$ cat config.mk
export PLATFORM = sky130hd
export DESIGN_NAME = mips_writeback_queue
export DESIGN_NICKNAME = d
export VERILOG_FILES = /design/src/rtl/mips_pkg.sv /design/src/rtl/mips_wb_bypass.sv /design/src/rtl/mips_writeback_queue.sv
export SDC_FILE = /design/constraint.sdc
export NUM_CORES = 1
export LEC_CHECK = 0
export BUFFER_PORTS_ARGS = -buffer_cell sky130_fd_sc_hd__buf_2
export CAP_MARGIN = 20
export CORE_MARGIN = 10
export CORE_UTILIZATION = 25
export DETAILED_ROUTE_END_ITERATION = 8
export PLACE_DENSITY_LB_ADDON = 0.2
export SYNTH_ARGS = -nofsm -noshare
export SYNTH_HDL_FRONTEND = slang
export SYNTH_SLANG_ARGS = --single-unit
$ cat constraint.sdc
create_clock -name clk -period 6.2 [get_ports clk]
set_input_delay 0.93 -clock clk [delete_from_list [all_inputs] [get_ports clk]]
set_output_delay 0.93 -clock clk [all_outputs]
set_load 0.02 [all_outputs]
$ cat src/rtl/mips_pkg.sv
// Shared definitions for the MIPS writeback path: register-zero index,
// default widths, the queued writeback entry and the drop counter ceiling.
package mips_pkg;

    localparam int DEF_DATA_W = 32;
    localparam int DEF_ADDR_W = 5;

    // Writes to $zero are architecturally discarded
    localparam logic [4:0] REG_ZERO = 5'd0;

    // Ceiling of the saturating $zero-write drop counter
    localparam logic [7:0] DROP_CNT_MAX = 8'd255;

    // One pending register-file write ("reg" is a keyword, hence reg_idx)
    typedef struct packed {
        logic [DEF_ADDR_W-1:0] reg_idx;
        logic [DEF_DATA_W-1:0] data;
    } wb_entry_t;

endpackage

$ cat src/rtl/mips_wb_bypass.sv
// Youngest-match search over the writeback queue for one read operand.
// Walks entries from head (oldest) to tail (youngest) so the last match wins.
module mips_wb_bypass
    import mips_pkg::*;
#(
    parameter int DEPTH  = 4,
    parameter int DATA_W = DEF_DATA_W,
    parameter int ADDR_W = DEF_ADDR_W,
    localparam int PTR_W = $clog2(DEPTH),
    localparam int CNT_W = PTR_W + 1
) (
    input  logic [ADDR_W-1:0] regs  [DEPTH],
    input  logic [DATA_W-1:0] datas [DEPTH],
    input  logic [PTR_W-1:0]  head,
    input  logic [CNT_W-1:0]  count,
    input  logic [ADDR_W-1:0] query,
    output logic              hit,
    output logic [DATA_W-1:0] data
);

    logic [PTR_W-1:0] slot;

    // Age-ordered scan; a later (younger) match overrides an earlier one
    always_comb begin
        hit  = 1'b0;
        data = '0;
        slot = '0;
        for (int i = 0; i < DEPTH; i++) begin
            slot = head + PTR_W'(i);
            if ((CNT_W'(i) < count) && (query != ADDR_W'(REG_ZERO)) &&
                (regs[slot] == query)) begin
                hit  = 1'b1;
                data = datas[slot];
            end
        end
    end

endmodule

$ cat src/rtl/mips_writeback_queue.sv
// In-order writeback FIFO feeding the MIPS register-file write port.
// Load-path (mem) requests are older than same-cycle ALU requests; $zero
// writes are accepted and dropped. Define MIPS_WB_BYPASS_EN to build the
// youngest-match operand bypass; otherwise the byp_* outputs read 0.
module mips_writeback_queue
    import mips_pkg::*;
#(
    parameter int DEPTH  = 4,
    parameter int DATA_W = DEF_DATA_W,
    parameter int ADDR_W = DEF_ADDR_W
) (
    input  logic                     clk,
    input  logic                     rst_n,
    input  logic                     mem_valid,
    input  logic [ADDR_W-1:0]        mem_reg,
    input  logic [DATA_W-1:0]        mem_data,
    output logic                     mem_ready,
    input  logic                     alu_valid,
    input  logic [ADDR_W-1:0]        alu_reg,
    input  logic [DATA_W-1:0]        alu_data,
    output logic                     alu_ready,
    output logic                     rf_write_en,
    output logic [ADDR_W-1:0]        rf_write_reg,
    output logic [DATA_W-1:0]        rf_write_data,
    input  logic                     rf_ready,
    input  logic [ADDR_W-1:0]        byp_reg_1,
    input  logic [ADDR_W-1:0]        byp_reg_2,
    output logic                     byp_hit_1,
    output logic                     byp_hit_2,
    output logic [DATA_W-1:0]        byp_data_1,
    output logic [DATA_W-1:0]        byp_data_2,
    output logic [$clog2(DEPTH):0]   count,
    output logic                     empty,
    output logic                     full,
    output logic [7:0]               drop_cnt
);

    localparam int PTR_W = $clog2(DEPTH);
    localparam int CNT_W = PTR_W + 1;
    localparam logic [CNT_W-1:0] DEPTH_C    = CNT_W'(DEPTH);
    localparam logic [CNT_W-1:0] DEPTH_M1_C = CNT_W'(DEPTH - 1);

    logic [ADDR_W-1:0] regs  [DEPTH];
    logic [DATA_W-1:0] datas [DEPTH];
    logic [PTR_W-1:0]  head;
    logic [PTR_W-1:0]  tail;
    logic [PTR_W-1:0]  alu_slot;
    logic              mem_acc, alu_acc;
    logic              mem_push, alu_push;
    logic              mem_drop, alu_drop;
    logic              pop;
    logic [CNT_W-1:0]  count_next;
    logic [8:0]        drop_sum;

    // Readiness looks only at registered occupancy; a same-cycle pop never frees room
    assign mem_ready = count < DEPTH_C;
    assign alu_ready = mem_valid ? (count < DEPTH_M1_C) : (count < DEPTH_C);

    assign mem_acc  = mem_valid && mem_ready;
    assign alu_acc  = alu_valid && alu_ready;
    assign mem_drop = mem_acc && (mem_reg == ADDR_W'(REG_ZERO));
    assign alu_drop = alu_acc && (alu_reg == ADDR_W'(REG_ZERO));
    assign mem_push = mem_acc && !mem_drop;
    assign alu_push = alu_acc && !alu_drop;

    assign empty = (count == '0);
    assign full  = (count == DEPTH_C);

    assign rf_write_en   = !empty;
    assign rf_write_reg  = empty ? '0 : regs[head];
    assign rf_write_data = empty ? '0 : datas[head];
    assign pop           = rf_write_en && rf_ready;

    // The ALU entry lands behind the mem entry when both push together
    assign alu_slot   = tail + PTR_W'(mem_push);
    assign count_next = count + CNT_W'(mem_push) + CNT_W'(alu_push) - CNT_W'(pop);
    assign drop_sum   = {1'b0, drop_cnt} + 9'(mem_drop) + 9'(alu_drop);

    // Pointer, occupancy and drop-counter state; reset empties the queue at once
    always_ff @(posedge clk or negedge rst_n) begin
        if (!rst_n) begin
            head     <= '0;
            tail     <= '0;
            count    <= '0;
            drop_cnt <= '0;
        end else begin
            head     <= head + PTR_W'(pop);
            tail     <= tail + PTR_W'(mem_push) + PTR_W'(alu_push);
            count    <= count_next;
            drop_cnt <= (drop_sum > {1'b0, DROP_CNT_MAX}) ? DROP_CNT_MAX : drop_sum[7:0];
        end
    end

    // Entry storage needs no reset; occupancy alone decides what is valid
    always_ff @(posedge clk) begin
        if (mem_push) begin
            regs[tail]  <= mem_reg;
            datas[tail] <= mem_data;
        end
        if (alu_push) begin
            regs[alu_slot]  <= alu_reg;
            datas[alu_slot] <= alu_data;
        end
    end

`ifdef MIPS_WB_BYPASS_EN
    mips_wb_bypass #(
        .DEPTH  (DEPTH),
        .DATA_W (DATA_W),
        .ADDR_W (ADDR_W)
    ) u_bypass_1 (
        .regs  (regs),
        .datas (datas),
        .head  (head),
        .count (count),
        .query (byp_reg_1),
        .hit   (byp_hit_1),
        .data  (byp_data_1)
    );

    mips_wb_bypass #(
        .DEPTH  (DEPTH),
        .DATA_W (DATA_W),
        .ADDR_W (ADDR_W)
    ) u_bypass_2 (
        .regs  (regs),
        .datas (datas),
        .head  (head),
        .count (count),
        .query (byp_reg_2),
        .hit   (byp_hit_2),
        .data  (byp_data_2)
    );
`else
    logic unused_byp;
    assign unused_byp = ^{byp_reg_1, byp_reg_2};
    assign byp_hit_1  = 1'b0;
    assign byp_hit_2  = 1'b0;
    assign byp_data_1 = '0;
    assign byp_data_2 = '0;
`endif

endmodule

==> metrics.md, run 1 <==
| Metric | Value |
|---|---|
| Status | `complete, no violations` |
| Synth top area cells | `edfxtp_1, mux2_2, mux4_2` |
| Post_cts resized | `0` |
| Worst slack, placed | `1.77 ns` |
| Area Growth Syn to Fin | `17.5%` |
| Unrepaired setup endpoints after global routing | `false` |
| WHS | `0.410 ns` |
| Io pins | `208` |
| Die height | `207 um` |
| CTS tree | `yes` |
| Routability cong. | `0.715` |
| Total Die Area | `42,900 um2` |
| Worst EP required | `6.32 ns` |
| Final setup fails | `0` |
| Leading area contributor after synthesis | `edfxtp_1` |
| Max_cap viols | `0` |
| Global-route wire length before repair | `34,500 um` |
| Worst setup SP type | `input pin` |
| Synth Instances | `550` |
| # rows | `68` |
| Critical Path End Type | `flop` |
| Slowest cell on the critical path | `or4_1` |
| Layout Cells excl Fill | `1,153` |
| Vias in the first global route | `5,288` |
| Setup_tns | `0 ns` |
| Final worst slack | `2.30 ns` |
| Worst reg2reg path depth | `10` |
| Slew Limit Fails | `0` |
| Cts hold-fix bufs | `0` |
| Post-route cell area | `10,300 um2` |
| Pleak | `3.79 nW` |
| CP max FO | `15` |
| Complex-gate fraction of the synthesized area | `0.601%` |
| Final hold violations | `0` |
| Max Fclk | `256 MHz` |
| Clk slew on worst S/H paths | `0.07 ns` |
| TritonRoute pass-1 iters | `4` |
| Register-to-register setup slack | `3.05 ns` |
| CP most frequent cell | `buf_4` |
| Yosys top cell area share | `50.8%` |
| Flip-flop and latch count after synthesis | `163` |
| M2 GR Usage | `17.3%` |
| Core Footprint | `34,500 um2` |
| H-tree levels | `4` |
| GRT Overall Usage | `10.6%` |
| DRC Markers | `0` |
| Pwr dens | `482 nW/um2` |
| Synth Area in Simple Gates | `4.78%` |
| Gr busiest metal | `met2` |
| Initial Utilization | `25.3%` |
| Post-synthesis sequential area ratio | `55.1%` |
| GR Util met1 | `13.0%` |
| GRT overflow | `0` |
| Fin crit share | `62.9%` |
| Synth Area per Inst | `15.9 um2` |
| Syn. warnings | `0` |
| Largest family of logic cells by synthesized area | `multiplexers` |
| Routed Antenna Nets | `0` |
| Clk_lat worst skew | `0.44 ns` |
| Initial antenna violation count | `2` |
| Net count reported at finish | `783` |
| Slowest Stage Delay on Critical Path | `0.54 ns` |
| Critical path buffers and inverters | `5` |
| Total wire length | `22,900 um` |
| Placed cell count | `1,121` |
| Wire length per cell | `19.8 um` |
| CTS max path bufs | `2` |
| Via/cell ratio | `4.17` |
| Worst VDD drop | `0.000214 V` |
| Area after DPL | `9660 um2` |
| Max-slew headroom | `32.7%` |
| Buffers added on ports | `131` |
| XOR/XNOR Fraction of Synth Area | `0.801%` |
| CTS Root Cell | `clkbuf_16` |
| WP data arrival | `4.02 ns` |
| DP Wirelength | `14,900 um` |
| Clk_skew | `0.0101 ns` |
| Cells along the critical path | `buf_2 -> or4_1 -> o21ai_0 -> buf_4 -> inv_1 -> ha_1 -> xnor2_1 -> nor3b_2 -> buf_4 -> or2_2 -> buf_4` |
| TritonCTS Buffers | `17` |
| Type of the worst setup path | `input pin to flop` |
| Min Tclk post-route | `3.90 ns` |
| Total vias in the final route | `4,812` |
| Hold WC Path Type | `input pin to async pin` |
| Mux cell area share after synthesis | `28.7%` |
| GR Util met3 | `3.43%` |
| RR Endpoint | `datas[0][30]` |
| Synth cell types | `34` |
| Share of layout cells above drive strength 1 | `52.9%` |
| Top delay family on crit path | `simple AND/OR/NAND/NOR gates` |
| Worst R2R Start | `count[2]` |
| Synth Area in Adders | `1.55%` |
| Worst-Margin Slew | `1.01 ns` |
| DR iter-0 viols | `187` |
| Die X-Extent | `207 um` |
| Post-CTS Setup Inserts | `0` |
| Sink Count | `163` |
| Largest net degree at the start of global routing | `41` |
| Synthesized cell area | `8740 um2` |
[state kept, by name (all words and copies together), names as in the netlist]
| signal | count |
|---|---|
| drop_cnt | 8 |
| head | 2 |
| count | 3 |
| regs | 20 |
| datas | 128 |
| tail | 2 |
[synth_stat cells]
cell      count
edfxtp_1    148
mux2_2      145
buf_4        66
nor2b_1      41
mux4_2       37
dfrtp_1      15
buf_6        12
nand2_1      10
inv_1         9
buf_2         8
clkbuf_1      8
ha_1          6
nor2_1        6
mux2_1        4
nor3_1        4
xnor2_1       4
xor2_1        4
fa_1          3
and3_1        2
nand2b_1      2
nand3_1       2
nor3b_1       2
a21o_1        1
a21oi_1       1
a31o_2        1
a31oi_1       1
conb_1        1
nand4_1       1
o211ai_2      1
o21ai_0       1
o21bai_1      1
or2_2         1
or4_1         1
or4_4         1
[cells by family (layout without fill, tap and decap cells)]
family / Yosys count / after routing
compound gates: 7 / 7
xor+xnor: 8 / 8
fa+ha+maj: 9 / 9
buf+inv: 103 / 185
flops: 163 / 163
mux: 186 / 186
other cells: 1 / 67
simple gates: 73 / 73
[layout by cell type (no fill, tap or decap), drive strengths merged, types with 2 or more instances in the layout]
cell type / instances
mux4: 37
xnor2: 4
mux2: 149
nand2: 10
and3: 2
clkinv: 5
xor2: 4
ha: 6
fa: 3
clkinvlp: 2
conb: 66
nor2b: 41
or4: 2
buf: 145
bufinv: 4
nand2b: 2
nor3: 4
nor3b: 2
clkbuf: 18
nand3: 2
nor2: 6
dfrtp: 15
inv: 11
edfxtp: 148
[layer usage]
metal | up-vias | wire length, um
met5 | - | 11
met4 | 2 | 352
met3 | 22 | 1210
met2 | 130 | 11200
met1 | 2425 | 10100
li1 | 2233 | -
[cell type report]
class / count / area [um2]
diodes: 1 / 2.50
multi-input cells: 349 / 3470
flip-flops and latches: 163 / 4820
repair buffers: 145 / 761
well taps: 455 / 569
inverters: 9 / 33.8
fillers: 3491 / 24300
clock buffers: 18 / 429
clock inverters: 13 / 184
[metrics by stage]
stage	utilization, %	power [mW]
global placement	28.0	3.92
global route	29.7	5.26
floorplan	-	3.21
finish	29.7	4.96
CTS	29.7	5.07
detailed placement	28.0	3.92
[power by group]
part	internal [mW]	switching, mW
registers	1.61	0.166
clock network	0.673	0.461
logic	0.853	1.19
total	3.14	1.82
[worst max path at each step]
stage,startpoint,to,slack (ns),cells after the start
6_report,mem_reg[1],datas[0][30],2.30,11
5_1_grt,mem_reg[1],datas[0][30],2.08,11
4_1_cts,mem_reg[1],datas[0][30],2.25,11
3_5_place_dp,mem_reg[1],datas[0][23],1.77,11
3_3_place_gp,mem_reg[1],datas[0][23],1.76,11
2_1_floorplan,mem_reg[1],datas[2][0],2.00,9
(Power assumes the default switching activity.)
==> inputs of run 2 (changes only) <==
==> constraint.sdc (replaced) <==
create_clock -name clk -period 3.8 [get_ports clk]
set_input_delay 0.57 -clock clk [delete_from_list [all_inputs] [get_ports clk]]
set_output_delay 0.57 -clock clk [all_outputs]
set_load 0.02 [all_outputs]
==> run 2 against run 1 <==
Net effect:
- cell area up 2.0%
- clock skew about the same
- sequential share of layout area down 0.89 points
- total power up 66%
- highest routed layer unchanged
- sequential power up 59%
- routed wire length up 4.2%
- critical endpoint is now datas[0][0]
- register-to-register slack worse by 2.0 ns
- via count up 1.6%
- critical path type unchanged
- setup slack worse by 1.7 ns
==> metrics.md, run 2 (synthesis gave the netlist of run 1 again) <==
| Metric | Value |
|---|---|
| Routed Antenna Nets | `0` |
| Largest net degree at the start of global routing | `40` |
| Status | `complete, no violations` |
| Layout Cells excl Fill | `1,163` |
| Placed cell count | `1,131` |
| DP Wirelength | `15,700 um` |
| Commonest cells after routing, fill and taps aside | `edfxtp_1, mux2_2, buf_2` |
| Min Tclk post-route | `3.20 ns` |
| Buffers added on ports | `131` |
| Die X-Extent | `207 um` |
| Final hold violations | `0` |
| CP max FO | `17` |
| TritonCTS Buffers | `17` |
| Initial antenna violation count | `1` |
| Clk_skew | `0.00961 ns` |
| Worst VDD drop | `0.000334 V` |
| Worst-Margin Slew | `0.595 ns` |
| Commonest non-fill, non-tap cell in the layout | `edfxtp_1` |
| Max FFs per register | `128` |
| Total Die Area | `42,900 um2` |
| Internal power | `5.19 mW` |
| GRT Overall Usage | `11.1%` |
| Share of layout cells above drive strength 1 | `53.4%` |
| Final setup fails | `0` |
| Post-route cell area | `10,500 um2` |
| Total vias in the final route | `4,888` |
| Area Growth Syn to Fin | `19.9%` |
| Worst setup SP type | `input pin` |
| # rows | `68` |
| Wire length per cell | `20.5 um` |
| Sink Count | `163` |
| Combinational fraction of design power | `44.2%` |
| Worst R2R Start | `count[2]` |
| Pwr dens | `784 nW/um2` |
| Type of the worst setup path | `input pin to flop` |
| Slew Limit Fails | `0` |
| TritonRoute pass-1 iters | `4` |
| Worst EP required | `3.98 ns` |
| Initial Utilization | `25.3%` |
| Number of diodes | `0` |
| Net count reported at finish | `793` |
| RR Endpoint | `datas[0][0]` |
| Switch share | `36.9%` |
| DRC Markers | `0` |
| CTS max path bufs | `2` |
| Critical Path End Type | `flop` |
| DR iter-0 viols | `226` |
| Global-route wire length before repair | `36,300 um` |
| CTS Root Cell | `clkbuf_16` |
| H-tree levels | `4` |
| Max_cap viols | `0` |
| Hold WC Path Type | `input pin to async pin` |
| Pleak | `3.88 nW` |
| Vias in the first global route | `5,552` |
| Die height | `207 um` |
| Fin crit share | `84.2%` |
| Worst slack, placed | `0.141 ns` |
| Max-slew headroom | `60.3%` |
| Max Fclk | `313 MHz` |
| Unrepaired setup endpoints after global routing | `false` |
| Register-to-register setup slack | `1.03 ns` |
| Cts hold-fix bufs | `0` |
| Clock power share | `21.4%` |
| Via/cell ratio | `4.20` |
| WP data arrival | `3.38 ns` |
| Io pins | `208` |
| Final worst slack | `0.601 ns` |
| Routability cong. | `0.703` |
| Sequential power share | `34.4%` |
| Setup_tns | `0 ns` |
| GRT overflow | `0` |
| Reg with most FFs | `datas` |
| Biggest regs | `datas: 128 flops, regs: 20 flops, drop_cnt: 8 flops` |
| Psw | `3.03 mW` |
| CTS tree | `yes` |
| Clk slew on worst S/H paths | `0.07 ns` |
| Area after DPL | `9890 um2` |
| Total wire length | `23,800 um` |
| Post_cts resized | `0` |
| Post-CTS Setup Inserts | `0` |
| Core Footprint | `34,500 um2` |
| Clk_lat worst skew | `0.44 ns` |
| Worst reg2reg path depth | `8` |
[run 2: power groups by stage]
stage	registers, mW	logic [mW]	clock network (mW)
2_1_floorplan	2.82	2.42	0
3_3_place_gp	2.88	3.74	0
3_5_place_dp	2.88	3.74	0
4_1_cts	2.85	3.76	1.81
5_1_grt	2.89	3.95	1.88
6_report	2.83	3.63	1.76
[run 2: per-layer routing]
layer / share of wire (%) / vias to the layer above / track usage, %
li1: - / 2244 / -
met1: 42 / 2485 / 13.1
met2: 51 / 136 / 19.1
met3: 6.0 / 21 / 3.63
met4: 1.0 / 2 / 3.06
met5: 0.055 / - / 0
[run 2: worst max path at each step]
stage                     from            to  slack (ns)  cells after the start
detailed placement  mem_reg[1]   datas[0][6]        0.14                      9
global placement    mem_reg[1]  datas[0][15]        0.11                      9
global route        mem_reg[1]   datas[0][0]        0.47                      9
floorplan           mem_reg[1]   datas[1][0]        0.06                     10
CTS                 mem_reg[1]   datas[0][0]        0.60                      9
finish              mem_reg[1]   datas[0][0]        0.60                      9
[run 2: stage by stage]
stage | hold slack, ns | utilization, % | total power [mW]
after floorplan | 0.274 | - | 5.24
after global placement | 0.512 | 28.6 | 6.62
after detailed placement | 0.512 | 28.6 | 6.62
after CTS | 0.0192 | 30.3 | 8.42
after global routing | 0.0442 | 30.3 | 8.72
final | 0.0387 | 30.3 | 8.21
[run 2: critical path, stage by stage]
cell	delay (ns)
buf_2	0.13
or4_1	0.54
o21ai_0	0.31
inv_1	0.13
ha_1	0.21
xnor2_1	0.46
nor3b_2	0.30
buf_4	0.34
mux2_2	0.38
[run 2: layout make-up]
class | count | area [um2]
fillers | 3513 | 24100
flip-flops and latches | 163 | 4820
multi-input cells | 349 | 3470
repair buffers | 155 | 986
well taps | 455 | 569
clock buffers | 25 | 541
clock inverters | 7 | 52.6
inverters | 9 | 33.8
